[config.mk]
export PLATFORM = sky130hd
export DESIGN_NAME = qam_mapper
export DESIGN_NICKNAME = d
export VERILOG_FILES = /design/src/rtl/sdr_pkg.sv /design/src/rtl/qam_sym_lut.sv /design/src/rtl/qam_mapper.sv
export SDC_FILE = /design/constraint.sdc
export NUM_CORES = 1
export LEC_CHECK = 0
export CAP_MARGIN = 20
export CORE_ASPECT_RATIO = 1.4
export CORE_MARGIN = 3
export CORE_UTILIZATION = 50
export CTS_BUF_LIST = sky130_fd_sc_hd__clkbuf_8 sky130_fd_sc_hd__clkbuf_16
export CTS_CLUSTER_DIAMETER = 100
export DETAILED_ROUTE_END_ITERATION = 16
export GPL_TIMING_DRIVEN = 0
export PLACE_DENSITY = 0.9
export SLEW_MARGIN = 20
export SYNTH_ARGS = -nofsm -noshare
export SYNTH_HDL_FRONTEND = slang
export SYNTH_SLANG_ARGS = --single-unit
[constraint.sdc]
create_clock -name clk -period 2.1 [get_ports clk]
set_input_delay 0.21 -clock clk [delete_from_list [all_inputs] [get_ports clk]]
set_output_delay 0.21 -clock clk [all_outputs]
set_load 0.02 [all_outputs]
[src/rtl/sdr_pkg.sv]
// Shared modulation types and constellation helpers for the TX chain.
package sdr_pkg;

  typedef enum logic [1:0] {
    MOD_BPSK  = 2'b00,
    MOD_QPSK  = 2'b01,
    MOD_16QAM = 2'b10,
    MOD_RSVD  = 2'b11
  } mod_mode_e;

  // Gray-coded 16-QAM axis bit pairs, outer positive level first
  localparam logic [1:0] GRAY_P3 = 2'b00;
  localparam logic [1:0] GRAY_P1 = 2'b01;
  localparam logic [1:0] GRAY_M1 = 2'b11;
  localparam logic [1:0] GRAY_M3 = 2'b10;

  function automatic logic [2:0] bits_per_sym(input mod_mode_e m);
    case (m)
      MOD_BPSK:  return 3'd1;
      MOD_16QAM: return 3'd4;
      default:   return 3'd2;  // reserved mode runs as QPSK
    endcase
  endfunction

endpackage

[src/rtl/qam_sym_lut.sv]
// Combinational symbol-to-I/Q lookup; symbol bits are left-aligned in sym.
module qam_sym_lut
  import sdr_pkg::*;
#(
  parameter int unsigned OUT_W  = 12,
  parameter int          A_BPSK = 2047,
  parameter int          A_QPSK = 1447,
  parameter int          A_QAM1 = 647
) (
  input  mod_mode_e                mode,
  input  logic [3:0]               sym,
  output logic signed [OUT_W-1:0]  o_i,
  output logic signed [OUT_W-1:0]  o_q
);

  localparam logic signed [OUT_W-1:0] LVL_BPSK = OUT_W'(A_BPSK);
  localparam logic signed [OUT_W-1:0] LVL_QPSK = OUT_W'(A_QPSK);
  localparam logic signed [OUT_W-1:0] LVL_IN   = OUT_W'(A_QAM1);
  localparam logic signed [OUT_W-1:0] LVL_OUT  = OUT_W'(3 * A_QAM1);

  function automatic logic signed [OUT_W-1:0] qam_axis(input logic [1:0] bits);
    case (bits)
      GRAY_P3: return LVL_OUT;
      GRAY_P1: return LVL_IN;
      GRAY_M1: return -LVL_IN;
      default: return -LVL_OUT;
    endcase
  endfunction

  always_comb begin
    o_i = '0;
    o_q = '0;
    case (mode)
      MOD_BPSK: begin
        o_i = sym[3] ? -LVL_BPSK : LVL_BPSK;
      end
      MOD_16QAM: begin
        o_i = qam_axis(sym[3:2]);
        o_q = qam_axis(sym[1:0]);
      end
      default: begin
        o_i = sym[3] ? -LVL_QPSK : LVL_QPSK;
        o_q = sym[2] ? -LVL_QPSK : LVL_QPSK;
      end
    endcase
  end

endmodule

[src/rtl/qam_mapper.sv]
// Word-to-symbol constellation mapper: unpacks DATA_W-bit words MSB-first into
// BPSK/QPSK/16-QAM I/Q samples, one symbol per clock under ready/valid.
module qam_mapper
  import sdr_pkg::*;
#(
  parameter int unsigned DATA_W = 8,
  parameter int unsigned OUT_W  = 12,
  parameter int          A_BPSK = 2047,
  parameter int          A_QPSK = 1447,
  parameter int          A_QAM1 = 647
) (
  input  logic                     clk,
  input  logic                     rst,
  input  logic [DATA_W-1:0]        i_data,
  input  logic [1:0]               i_mode,
  input  logic                     i_valid,
  output logic                     o_ready,
  input  logic                     i_out_ready,
  output logic                     o_valid,
  output logic signed [OUT_W-1:0]  o_I,
  output logic signed [OUT_W-1:0]  o_Q
);

  localparam int unsigned CW = $clog2(DATA_W + 1);

  mod_mode_e               mode_q;
  logic [DATA_W-1:0]       word_q;
  logic [CW-1:0]           count_q;
  logic [CW-1:0]           bps;
  logic                    adv;
  logic                    accept;
  logic signed [OUT_W-1:0] lut_i;
  logic signed [OUT_W-1:0] lut_q;

  assign bps     = CW'(bits_per_sym(mode_q));
  assign adv     = !o_valid || i_out_ready;
  // Accepting while the last symbol leaves keeps the output stream gapless
  assign o_ready = !rst && ((count_q == '0) || ((count_q == bps) && adv));
  assign accept  = i_valid && o_ready;

  qam_sym_lut #(
    .OUT_W  (OUT_W),
    .A_BPSK (A_BPSK),
    .A_QPSK (A_QPSK),
    .A_QAM1 (A_QAM1)
  ) u_lut (
    .mode (mode_q),
    .sym  (word_q[DATA_W-1 -: 4]),
    .o_i  (lut_i),
    .o_q  (lut_q)
  );

  always_ff @(posedge clk) begin
    if (rst) begin
      o_valid <= 1'b0;
      o_I     <= '0;
      o_Q     <= '0;
      word_q  <= '0;
      count_q <= '0;
      mode_q  <= MOD_QPSK;
    end else begin
      if (adv) begin
        if (count_q != '0) begin
          o_I     <= lut_i;
          o_Q     <= lut_q;
          o_valid <= 1'b1;
          word_q  <= word_q << bps;
          count_q <= count_q - bps;
        end else begin
          o_valid <= 1'b0;
        end
      end
      // Load after the shift so a same-cycle accept overrides the drained buffer
      if (accept) begin
        word_q  <= i_data;
        count_q <= CW'(DATA_W);
        mode_q  <= mod_mode_e'(i_mode);
      end
    end
  end

endmodule

==> out/results.ini <==
[critical_path]
crit_chain=buf_6 > nor2b_4 > inv_2 > ha_4 > nand4b_1 > o21a_4 > nor2_4 > buf_6
timing.rr.start=mode_q[1]
start_kind=register
reg2reg_depth=9
crit_buf_inv=3
r2r_end=word_q[1]
cp.required_ns=1.89
end_kind=primary output
cp_num_cells=8
crit_family=simple AND/OR/NAND/NOR gates
cpPeakStageDelay_ns=0.33
cp_common_cell=buf_6
endpoint=o_ready
crit_fanout=5
worstPathArrival_ns=1.85
crit_path_top_delay_cell=dfxtp_2
critPathKind=reg2out
ff2ff_setup_slack_ns=0.07
startpoint=mode_q[1]

[clock_network]
htreeDepth=2
clock_latency_ns=0.30
clk_path_buf_depth=2
cts.sinks=32
cts_tree=yes
clk_pin_slew_ns=0.07
cts_made_buffers=5
root_buffer=clkbuf_8

[place]
portBuffers=38
place_area_um2=2240
place_inst=288
dp.final_hpwl_um=3210
dp_slack_ns=-0.615
place.gp.congestion=0.940

[routing]
detail_route.iter0.violations=100
wl_per_cell_um=15.8
ant_nets=0
vias_per_cell=5.89
dr.pass1.iters=4
drc=0
vias=1801
drt_wl_total_um=4840

[floorplan]
die_x_um=56.9
num_rows=25
num_io_pins=40
core_um2=3440
die-height_um=77.2
die-area_um2=4390
start_util=0.526

[sta]
clock_skew_ns=0.00615
fin_ws_ns=0.0377
max_clock_freq_mhz=485
layout_min_cycle_time_ns=2.06
worstMarginPinSlew_ns=0.698
period_share=0.982
setup_tns_ns=0
setup_viol=0
timing.hold.ws_ns=0.337
hold_viol=0
slew_violations=0
slew_headroom=0.535

[grt]
grt_max_degree=13
grt_pass1_wl_um=7740
antenna_found_initial=0
grt_pass1_vias=1682
gr-total-overflow=0
grtUsageTotal=0.225

[synthesis]
synth_largest_area_cell=dfxtp_1
synth_top_flop_cell=dfxtp_1
synth_seq_cells=32
syn_area_um2=1810
yosysWarnings=0
syn_nets=238
synth_cells=210
ys_types=38
synthArstFlopShare=0
yosys-top-cells-area=dfxtp_1, ha_1, nor2_1
synth_top_area_share=0.354
synth_edf_count=0
synth.most_common_cell=dfxtp_1
synth_common_cells=dfxtp_1, nor2_1, nor3_1, nand2_1, ha_1
syn_avg_cell_area_um2=8.62
ys_seq_area_frac=0.354

[power]
ir_drop_mv=1.48
p_per_area_nw_per_um2=1870
leakagePower_nw=0.944

[finish]
finalNonFillerCells=306
final_layout_size_suffix_gt1_frac=0.203
n_antenna_cell=0
stdcell_area_um2=2490
syn_to_final_growth_pct=37.5
nets=293

[flow_run]
maxCapViolCount=0

[min_path]
whs_path_depth=3
hold_class=in2reg

[run_status]
status=finished clean

## power by group
part           internal [W]  leakage, nW  switching (W)
sequential         0.000892        0.265       0.000253
combinational       0.00139        0.625        0.00164
clock              0.000257       0.0538       0.000232
total               0.00254        0.944        0.00212
## through the flow
stage | total power (W) | utilization
after floorplan | 0.00299 | -
after global placement | 0.00380 | 0.651
after detailed placement | 0.00388 | 0.651
after CTS | 0.00452 | 0.702
after global routing | 0.00498 | 0.724
final | 0.00466 | 0.724
## cell families after synthesis
logic type               synth area share
AO/OA/AOI/OAI                       0.221
multiplexers                       0.0111
adder cells (fa/ha/maj)             0.101
buffers and inverters              0.0843
XOR/XNOR                          0.00484
AND/OR/NAND/NOR                     0.224
flip-flops                          0.354
## worst min-delay path: cells and delay by family
family	cells	cell delay, ns
AO/OA/AOI/OAI	1	0.06
AND/OR/NAND/NOR	1	0.14
buffers and inverters	1	0.19
## layer usage
metal,routed length [um],global-route usage,up-vias
li1,-,-,850
met3,397,0.0438,19
met1,1770,0.252,829
met4,120,0.125,0
met5,0,0,-
met2,2560,0.390,103
## placed cells by master (no fill, tap or decap), types with 10 or more instances in the layout
cell and n:
nand2_1 16, dfxtp_1 30, clkdlybuf4s50_1 37, a21oi_1 10, nor2_1 24, buf_4 18
ha_1 11, nor3_1 17
## final cells by class
class | count | area, um2
multi-input cells | 150 | 1060
fillers | 249 | 951
flip-flops and latches | 32 | 646
repair buffers | 49 | 464
plain buffers | 18 | 143
clock buffers | 6 | 82.6
well taps | 40 | 50.0
inverters | 9 | 37.5
clock inverters | 2 | 7.51
## how the worst min path moves through the flow
stage | from | endpoint | slack (ns)
2_1_floorplan | i_data[2] | word_q[2] | 0.34
3_3_place_gp | o_I[1] | o_I[1] | 0.44
3_5_place_dp | o_I[1] | o_I[1] | 0.45
4_1_cts | rst | mode_q[1] | 0.34
5_1_grt | rst | mode_q[1] | 0.41
6_report | rst | mode_q[1] | 0.34
## timing repair
action	in CTS	in global routing
gates cloned	0	0
buffers inserted	5	6
setup endpoints to repair	15	6
pin swaps	1	3
hold buffers	0	0
gates resized for setup	19	7
endpoints found under the hold margin	0	0
## flip-flops by register name, indices dropped and copies added, names as in the netlist
| signal | count |
|---|---|
| word_q | 8 |
| count_q | 4 |
| o_Q | 8 |
| o_valid | 1 |
| mode_q | 2 |
| o_I | 9 |
Power figures use the tool's default switching activity.
